`config.mk`:
```
export PLATFORM = sky130hd
export DESIGN_NAME = pipeline_register_flat
export DESIGN_NICKNAME = d
export VERILOG_FILES = /design/src/rtl/memory_pkg.sv /design/src/rtl/pipeline_register_if.sv /design/src/rtl/pipe_stage.sv /design/src/rtl/pipeline_register.sv /design/src/flat_wrapper.sv
export SDC_FILE = /design/constraint.sdc
export NUM_CORES = 1
export LEC_CHECK = 0
export ABC_AREA = 1
export CAP_MARGIN = 0
export CORE_MARGIN = 2
export CORE_UTILIZATION = 38
export CTS_BUF_LIST = sky130_fd_sc_hd__clkbuf_8
export CTS_CLUSTER_SIZE = 30
export DETAILED_ROUTE_END_ITERATION = 10
export PLACE_DENSITY = 0.84
export SYNTH_ARGS = -nofsm -noshare
export SYNTH_HDL_FRONTEND = slang
export SYNTH_SLANG_ARGS = --single-unit
```
`constraint.sdc`:
```
create_clock -name clk -period 1.2 [get_ports clk]
set_input_delay 0.12 -clock clk [delete_from_list [all_inputs] [get_ports clk]]
set_output_delay 0.12 -clock clk [all_outputs]
set_load 0.005 [all_outputs]
```
`src/rtl/memory_pkg.sv`:
```
// Shared constants for the pipeline register slice: default payload width and
// the supported stage-count range.
package memory_pkg;

  localparam int unsigned DefaultWidth = 32;
  localparam int unsigned MaxStages    = 16;

  // Width of an occupancy counter that must represent 0..stages inclusive.
  function automatic int unsigned cnt_width(input int unsigned stages);
    return (stages < 1) ? 1 : $clog2(stages + 1);
  endfunction

endpackage

```
`src/rtl/pipeline_register_if.sv`:
```
// Valid/ready bus for the pipeline register: upstream handshake, downstream
// handshake, flush and occupancy count.
interface pipeline_register_if
  import memory_pkg::*;
#(
  parameter int unsigned WIDTH  = DefaultWidth,
  parameter int unsigned STAGES = 1
);

  localparam int unsigned CntW = cnt_width(STAGES);

  logic             in_valid;
  logic             in_ready;
  logic [WIDTH-1:0] in_data;
  logic             out_valid;
  logic             out_ready;
  logic [WIDTH-1:0] out_data;
  logic             flush;
  logic [CntW-1:0]  count;

  modport master (
    output in_valid, in_data, out_ready, flush,
    input  in_ready, out_valid, out_data, count
  );

  modport slave (
    input  in_valid, in_data, out_ready, flush,
    output in_ready, out_valid, out_data, count
  );

endinterface

```
`src/rtl/pipe_stage.sv`:
```
// One pipeline slot: a valid bit plus a data register with load, synchronous
// flush and asynchronous reset.
module pipe_stage
  import memory_pkg::*;
#(
  parameter int unsigned      WIDTH       = DefaultWidth,
  parameter logic [WIDTH-1:0] RESET_VALUE = '0
) (
  input  logic             clk,
  input  logic             reset,
  input  logic             i_load,
  input  logic             i_flush,
  input  logic             i_valid,
  input  logic [WIDTH-1:0] i_data,
  output logic             o_valid,
  output logic [WIDTH-1:0] o_data
);

  logic             r_valid;
  logic [WIDTH-1:0] r_data;

  always_ff @(posedge clk or posedge reset) begin
    if (reset) begin
      r_valid <= 1'b0;
      r_data  <= RESET_VALUE;
    end else if (i_flush) begin
      r_valid <= 1'b0;
      r_data  <= RESET_VALUE;
    end else if (i_load) begin
      r_valid <= i_valid;
      // Bubbles leave the data untouched so the last word stays visible.
      if (i_valid) begin
        r_data <= i_data;
      end
    end
  end

  assign o_valid = r_valid;
  assign o_data  = r_data;

endmodule

```
`src/rtl/pipeline_register.sv`:
```
// Elastic valid/ready pipeline of STAGES slots with flush and an occupancy
// counter; the ready chain is combinational so a full pipe still streams.
module pipeline_register
  import memory_pkg::*;
#(
  parameter int unsigned      WIDTH       = DefaultWidth,
  parameter int unsigned      STAGES      = 1,
  parameter logic [WIDTH-1:0] RESET_VALUE = '0
) (
  input logic                 clk,
  input logic                 reset,
  pipeline_register_if.slave  bus
);

  localparam int unsigned CntW = cnt_width(STAGES);

  if (STAGES < 1 || STAGES > MaxStages) begin : g_bad_stages
    $error("pipeline_register: STAGES=%0d outside 1..%0d", STAGES, MaxStages);
  end
  if (WIDTH < 1) begin : g_bad_width
    $error("pipeline_register: WIDTH must be at least 1");
  end

  logic [STAGES:0]   w_load;
  logic [STAGES-1:0] w_valid;
  logic [WIDTH-1:0]  w_data [STAGES];
  logic              w_in_xfer;
  logic              w_out_xfer;
  logic [CntW-1:0]   r_count;

  // A slot may load when empty or when its successor is loading this cycle.
  always_comb begin
    w_load         = '0;
    w_load[STAGES] = bus.out_ready;
    for (int k = STAGES - 1; k >= 0; k--) begin
      w_load[k] = ~w_valid[k] | w_load[k+1];
    end
  end

  for (genvar k = 0; k < STAGES; k++) begin : g_stage
    logic             w_prev_valid;
    logic [WIDTH-1:0] w_prev_data;

    if (k == 0) begin : g_first
      assign w_prev_valid = bus.in_valid;
      assign w_prev_data  = bus.in_data;
    end else begin : g_rest
      assign w_prev_valid = w_valid[k-1];
      assign w_prev_data  = w_data[k-1];
    end

    pipe_stage #(
      .WIDTH      (WIDTH),
      .RESET_VALUE(RESET_VALUE)
    ) u_stage (
      .clk    (clk),
      .reset  (reset),
      .i_load (w_load[k]),
      .i_flush(bus.flush),
      .i_valid(w_prev_valid),
      .i_data (w_prev_data),
      .o_valid(w_valid[k]),
      .o_data (w_data[k])
    );
  end

  assign w_in_xfer  = bus.in_valid & bus.in_ready;
  assign w_out_xfer = bus.out_valid & bus.out_ready;

  always_ff @(posedge clk or posedge reset) begin
    if (reset) begin
      r_count <= '0;
    end else if (bus.flush) begin
      r_count <= '0;
    end else if (w_in_xfer && !w_out_xfer) begin
      r_count <= r_count + CntW'(1);
    end else if (w_out_xfer && !w_in_xfer) begin
      r_count <= r_count - CntW'(1);
    end
  end

  assign bus.in_ready  = w_load[0] & ~bus.flush;
  assign bus.out_valid = w_valid[STAGES-1];
  assign bus.out_data  = w_data[STAGES-1];
  assign bus.count     = r_count;

endmodule

```
`src/flat_wrapper.sv`:
```
// flat-port wrapper written by rule: the top's interface ports become plain ports
module pipeline_register_flat import memory_pkg::*;
#(
  parameter int unsigned      WIDTH       = DefaultWidth,
  parameter int unsigned      STAGES      = 1,
  parameter logic [WIDTH-1:0] RESET_VALUE = '0
)
  (clk, reset, bus_in_valid, bus_in_data, bus_out_ready, bus_flush, bus_in_ready, bus_out_valid, bus_out_data, bus_count);
  pipeline_register_if #(.WIDTH(WIDTH), .STAGES(STAGES)) bus_i ();
  input logic clk;
  input logic reset;
  input wire logic [$bits(bus_i.in_valid)-1:0] bus_in_valid;
  input wire logic [$bits(bus_i.in_data)-1:0] bus_in_data;
  input wire logic [$bits(bus_i.out_ready)-1:0] bus_out_ready;
  input wire logic [$bits(bus_i.flush)-1:0] bus_flush;
  output wire logic [$bits(bus_i.in_ready)-1:0] bus_in_ready;
  output wire logic [$bits(bus_i.out_valid)-1:0] bus_out_valid;
  output wire logic [$bits(bus_i.out_data)-1:0] bus_out_data;
  output wire logic [$bits(bus_i.count)-1:0] bus_count;
  assign bus_i.in_valid = bus_in_valid;
  assign bus_i.in_data = bus_in_data;
  assign bus_i.out_ready = bus_out_ready;
  assign bus_i.flush = bus_flush;
  assign bus_in_ready = bus_i.in_ready;
  assign bus_out_valid = bus_i.out_valid;
  assign bus_out_data = bus_i.out_data;
  assign bus_count = bus_i.count;
  pipeline_register #(.WIDTH(WIDTH), .STAGES(STAGES), .RESET_VALUE(RESET_VALUE)) u_core (.clk(clk), .reset(reset), .bus(bus_i));
endmodule
```
Word-level counts from Yosys, hierarchy flattened
Index checks and enable logic that the tools add are counted.
- bits in registers: 34
- input port bits: 37
- output and inout bits: 35
- $add $sub $neg: 2
- muxes and demuxes: 8
- bitwise logic cells: 6
- reductions and logical operators: 8
- operator list (operator ; count):
    $mux W32 ; 3
    $mux W1 ; 5
    $reduce_bool A2 Y1 ; 2
    $and A1 B1 Y1 ; 3
    $reduce_bool A3 Y1 ; 1
    $logic_and A1 B1 Y1 ; 2
    $logic_not A1 Y1 ; 2
    $not A1 Y1 ; 2
    $reduce_and A2 Y1 ; 1
    $add A1 B1 Y1 const B ; 1
    $or A1 B1 Y1 ; 1
    $sub A1 B1 Y1 const B ; 1

Depth between registers and ports, before layout
- word-level depth: 9
- gate-level depth with buffers: 7
- mapped depth without buffers: 6

Hierarchy
From an unflattened synthesis, not the netlist that was laid out.
- cell total of the unflattened synthesis: 227
- area total of the unflattened synthesis: 1697.9 sq um
- modules (own cells, without submodules) (module ; times used ; cells each ; area each (sq um)):
    pipe_stage ; 1 ; 213 ; 1620.3
    pipeline_register ; 1 ; 14 ; 77.6

Worst setup path before layout
Ideal clock, no wire load.
- path kind: register -> register
- from: register u_core.g_stage[0].u_stage.r_valid
- to: register u_core.g_stage[0].u_stage.r_data[10]
- setup time: 0.065 ns
- data arrival time: 0.977 ns
- slack: 0.158 ns
- stages on the path, launching flop included: 7
- buffers on the path: 1
- period minus slack after synthesis: 1.042 ns
- cell sequence: dfrtp_1 -> nand2_2 -> nand2_4 -> nor2_8 -> buf_8 -> nand2_2 -> nand2_1
- word-level cells in the longest chain between the ends: 4
- ends and longest elaborated chain (item ; line ; source):
    start, declared ; pipe_stage.sv:19 ; logic r_valid;
    start signal, assigned ; pipe_stage.sv:30 ; r_valid <= i_valid;
    $not A1 Y1 ; pipeline_register.sv:36 ; w_load[k] = ~w_valid[k] | w_load[k+1];
    $or A1 B1 Y1 ; pipeline_register.sv:36 ;
    $reduce_bool A2 Y1 (no source line) ; -- ;
    $reduce_and A2 Y1 (no source line) ; -- ;
    end signal, assigned ; pipe_stage.sv:33 ; r_data <= i_data;
    end, declared ; pipe_stage.sv:20 ; logic [WIDTH-1:0] r_data;
Every way passes these cells.
A chain may end at the register's enable or synchronous reset.

Worst setup path in the final report
- from: register u_core.g_stage[0].u_stage.r_valid
- to: register u_core.g_stage[0].u_stage.r_data[7]
Same word-level chain as after synthesis.

==> out/metrics.cfg <==
[outcome]
outcome=finished clean

[synth]
synth_fp_nets=198
ys_seq_area_share_pct=58.3
syn_area_per_cell_um2=9.06
yosysUniqueCellTypes=13
syn_inst=161
ys_warn_count=0
syn_area_um2=1460
synth_seq_cells=34

[power_and_ir_drop]
p_per_area_nw_per_um2=1040
swShare_pct=24.1
power_switching_mw=0.596
power_frac_seq_pct=50.6
pwr-share-clk_pct=29.5
combPwrFrac_pct=19.9
ir_drop_mv=0.540
p_int_mw=1.88
finalPower_mw=2.47
leakage_nw=1.34

[critical_path]
slowest_delay_ps=380
cp.buffers_inverters=3
cp_top_family=buffers and inverters
critPathKind=reg2reg
cpMaxStageDelayCell=dfrtp_1
cp-start-kind=register
cp_max_fo=16
crit_path_end_kind=register
path_cells=buf_6 > buf_6 > nand2_4 > nand2_4 > nor2_8 > buf_12 > nand2_1 > nand2_1
arrival_ps=1410
required_ps=1410

[global_routing]
gr-total-overflow=0
grt_pass1_vias=1293
antenna_found_initial=0
track_usage_pct=17.7
grt_pass1_wl_um=5930
grt_max_degree=35

[min_path]
holdCritPathClass=in2async

[timing]
slew_violations=0
setup_viol=0
tightest_slew_ps=548
hold_viol_final=0
rsz0062_at_grt=yes
skew_ps=4.28
hold_slack_ps=182
fin_crit_sh_pct=99.9
maxSlewHeadroom_pct=63.4
fin_crit_ps=1200
fmax_mhz=834
setup_ws_ps=0.656

[floorplanning]
die_w_um=66.0
core_area_um2=3690
die_h_um=66.0
ioPinCount=72
die-area_um2=4350
start_util_pct=39.6
fp-row-count=22

[run]
drv_cap=0

[route]
wire_per_inst_um=11.6
remaining_drc_errors=0
vias=1333
vias_per_cell=4.55
drt_wl_total_um=3410
antenna_left=0
first_iter_violations=47
dr.pass1.iters=4

[clock_network]
numCtsBuffers=5
cts_tree=yes
cts_sinks=34
h-tree-depth=2
clk_latency_ps=270
clk_pin_slew_ps=60
cts_root_buf=clkbuf_8
clockBufferDepth=2

[placement]
place_area_um2=2270
dp.cells=279
place_ws_ps=-283
finalWeightedCongestion=0.673
io_buffers=71
hpwl_um=2360

[finish]
n_antenna_cell=0
drive_gt1_share_pct=16.7
fin_cells=293
area_growth_pct=63.5
final_nets=282
final_area_um2=2380

[placed cells by master, fill, tap and decap left out]
master / n
clkbuf_8: 5
inv_2: 2
buf_4: 9
clkdlybuf4s50_1: 35
nand2_4: 3
nand2_1: 58
dlygate4sd2_1: 35
nand3_2: 1
inv_1: 5
a21oi_1: 3
nand3_1: 33
clkbuf_2: 1
nor2_8: 1
buf_6: 2
buf_12: 4
dfrtp_1: 34
nor2_1: 1
nand2_2: 13
[synthesized netlist by cell type (all sizes together)]
master,count,area [µm²]
a21oi,3,15.0
buf,9,67.6
dfrtp,34,851
inv,5,18.8
nand2,74,313
nand3,34,170
nor2,2,23.8
[worst min-delay path, stage by stage]
cell	delay, ps
clkdlybuf4s50_1	390
inv_1	90
buf_12	210
[sequential cells by signal, summed over array words and instances (netlist names)]
name,count
u_core.g_stage.u_stage.o_data,32
u_core.g_stage.u_stage.o_valid,1
u_core.bus.count,1
[cells by family (layout without fill, tap and decap cells)]
group | count (synthesis) | after routing | share of synthesized area, %
flip-flops | 34 | 34 | 58.3
buffers and inverters | 14 | 98 | 5.92
AO/OA/AOI/OAI | 3 | 3 | 1.03
AND/OR/NAND/NOR | 110 | 110 | 34.7
[routing by layer]
metal / global-route usage [%] / up-vias / share of wire, %
met2: 32.1 / 40 / 52
met1: 21.3 / 615 / 42
met3: 4.77 / 0 / 6.0
met4: 3.06 / 0 / 0
met5: 0 / - / 0
li1: - / 678 / -
[worst paths after layout]
| kind | startpoint | to | slack [ps] | cells past startpoint |
|---|---|---|---|---|
| setup / recovery | u_core.g_stage[0].u_stage.o_valid | u_core.g_stage[0].u_stage.o_data[7] | 0.7 | 8 |
| hold reg to reg | u_core.g_stage[0].u_stage.o_data[23] | u_core.g_stage[0].u_stage.o_data[23] | 500 | 2 |
| min in group clk | bus_in_data[4] | u_core.g_stage[0].u_stage.o_data[4] | 370 | 3 |
| setup reg to reg | u_core.g_stage[0].u_stage.o_valid | u_core.g_stage[0].u_stage.o_data[7] | 0.7 | 8 |
| max in group asynchronous | reset | u_core.g_stage[0].u_stage.o_data[17] | 850 | 3 |
| hold / removal | reset | u_core.g_stage[0].u_stage.o_data[4] | 180 | 3 |
[through the flow]
step,setup TNS (ps),util [%]
finish,0,64.7
CTS,-410,64.3
detailed placement,-6890,61.6
global route,-2110,64.7
global placement,-6500,61.6
floorplan,0,-
[power by group through the flow]
stage / registers (mW) / logic, mW / clock network, mW
after floorplan: 1.28 / 0.167 / 0
after CTS: 1.25 / 0.494 / 0.772
after detailed placement: 1.28 / 0.511 / 0
after global placement: 1.27 / 0.503 / 0
after global routing: 1.26 / 0.549 / 0.817
final: 1.25 / 0.493 / 0.729
[final cells by class]
cell class / instances / area (µm²)
Inverter: 5 / 18.8
Clock buffer: 5 / 68.8
Fill cell: 328 / 1300
Tap cell: 48 / 60.1
Clock inverter: 2 / 7.51
Multi-Input combinational cell: 113 / 547
Timing Repair Buffer: 86 / 832
Sequential cell: 34 / 851
[repair_timing]
item                                   in CTS  in global routing
buffers inserted                            7                  0
gates resized for setup                    41                  6
hold buffers                                0                  0
setup endpoints to repair                  35                 35
endpoints found under the hold margin       0                  0
pin swaps                                   1                  0
Power figures use the tool's default switching activity.
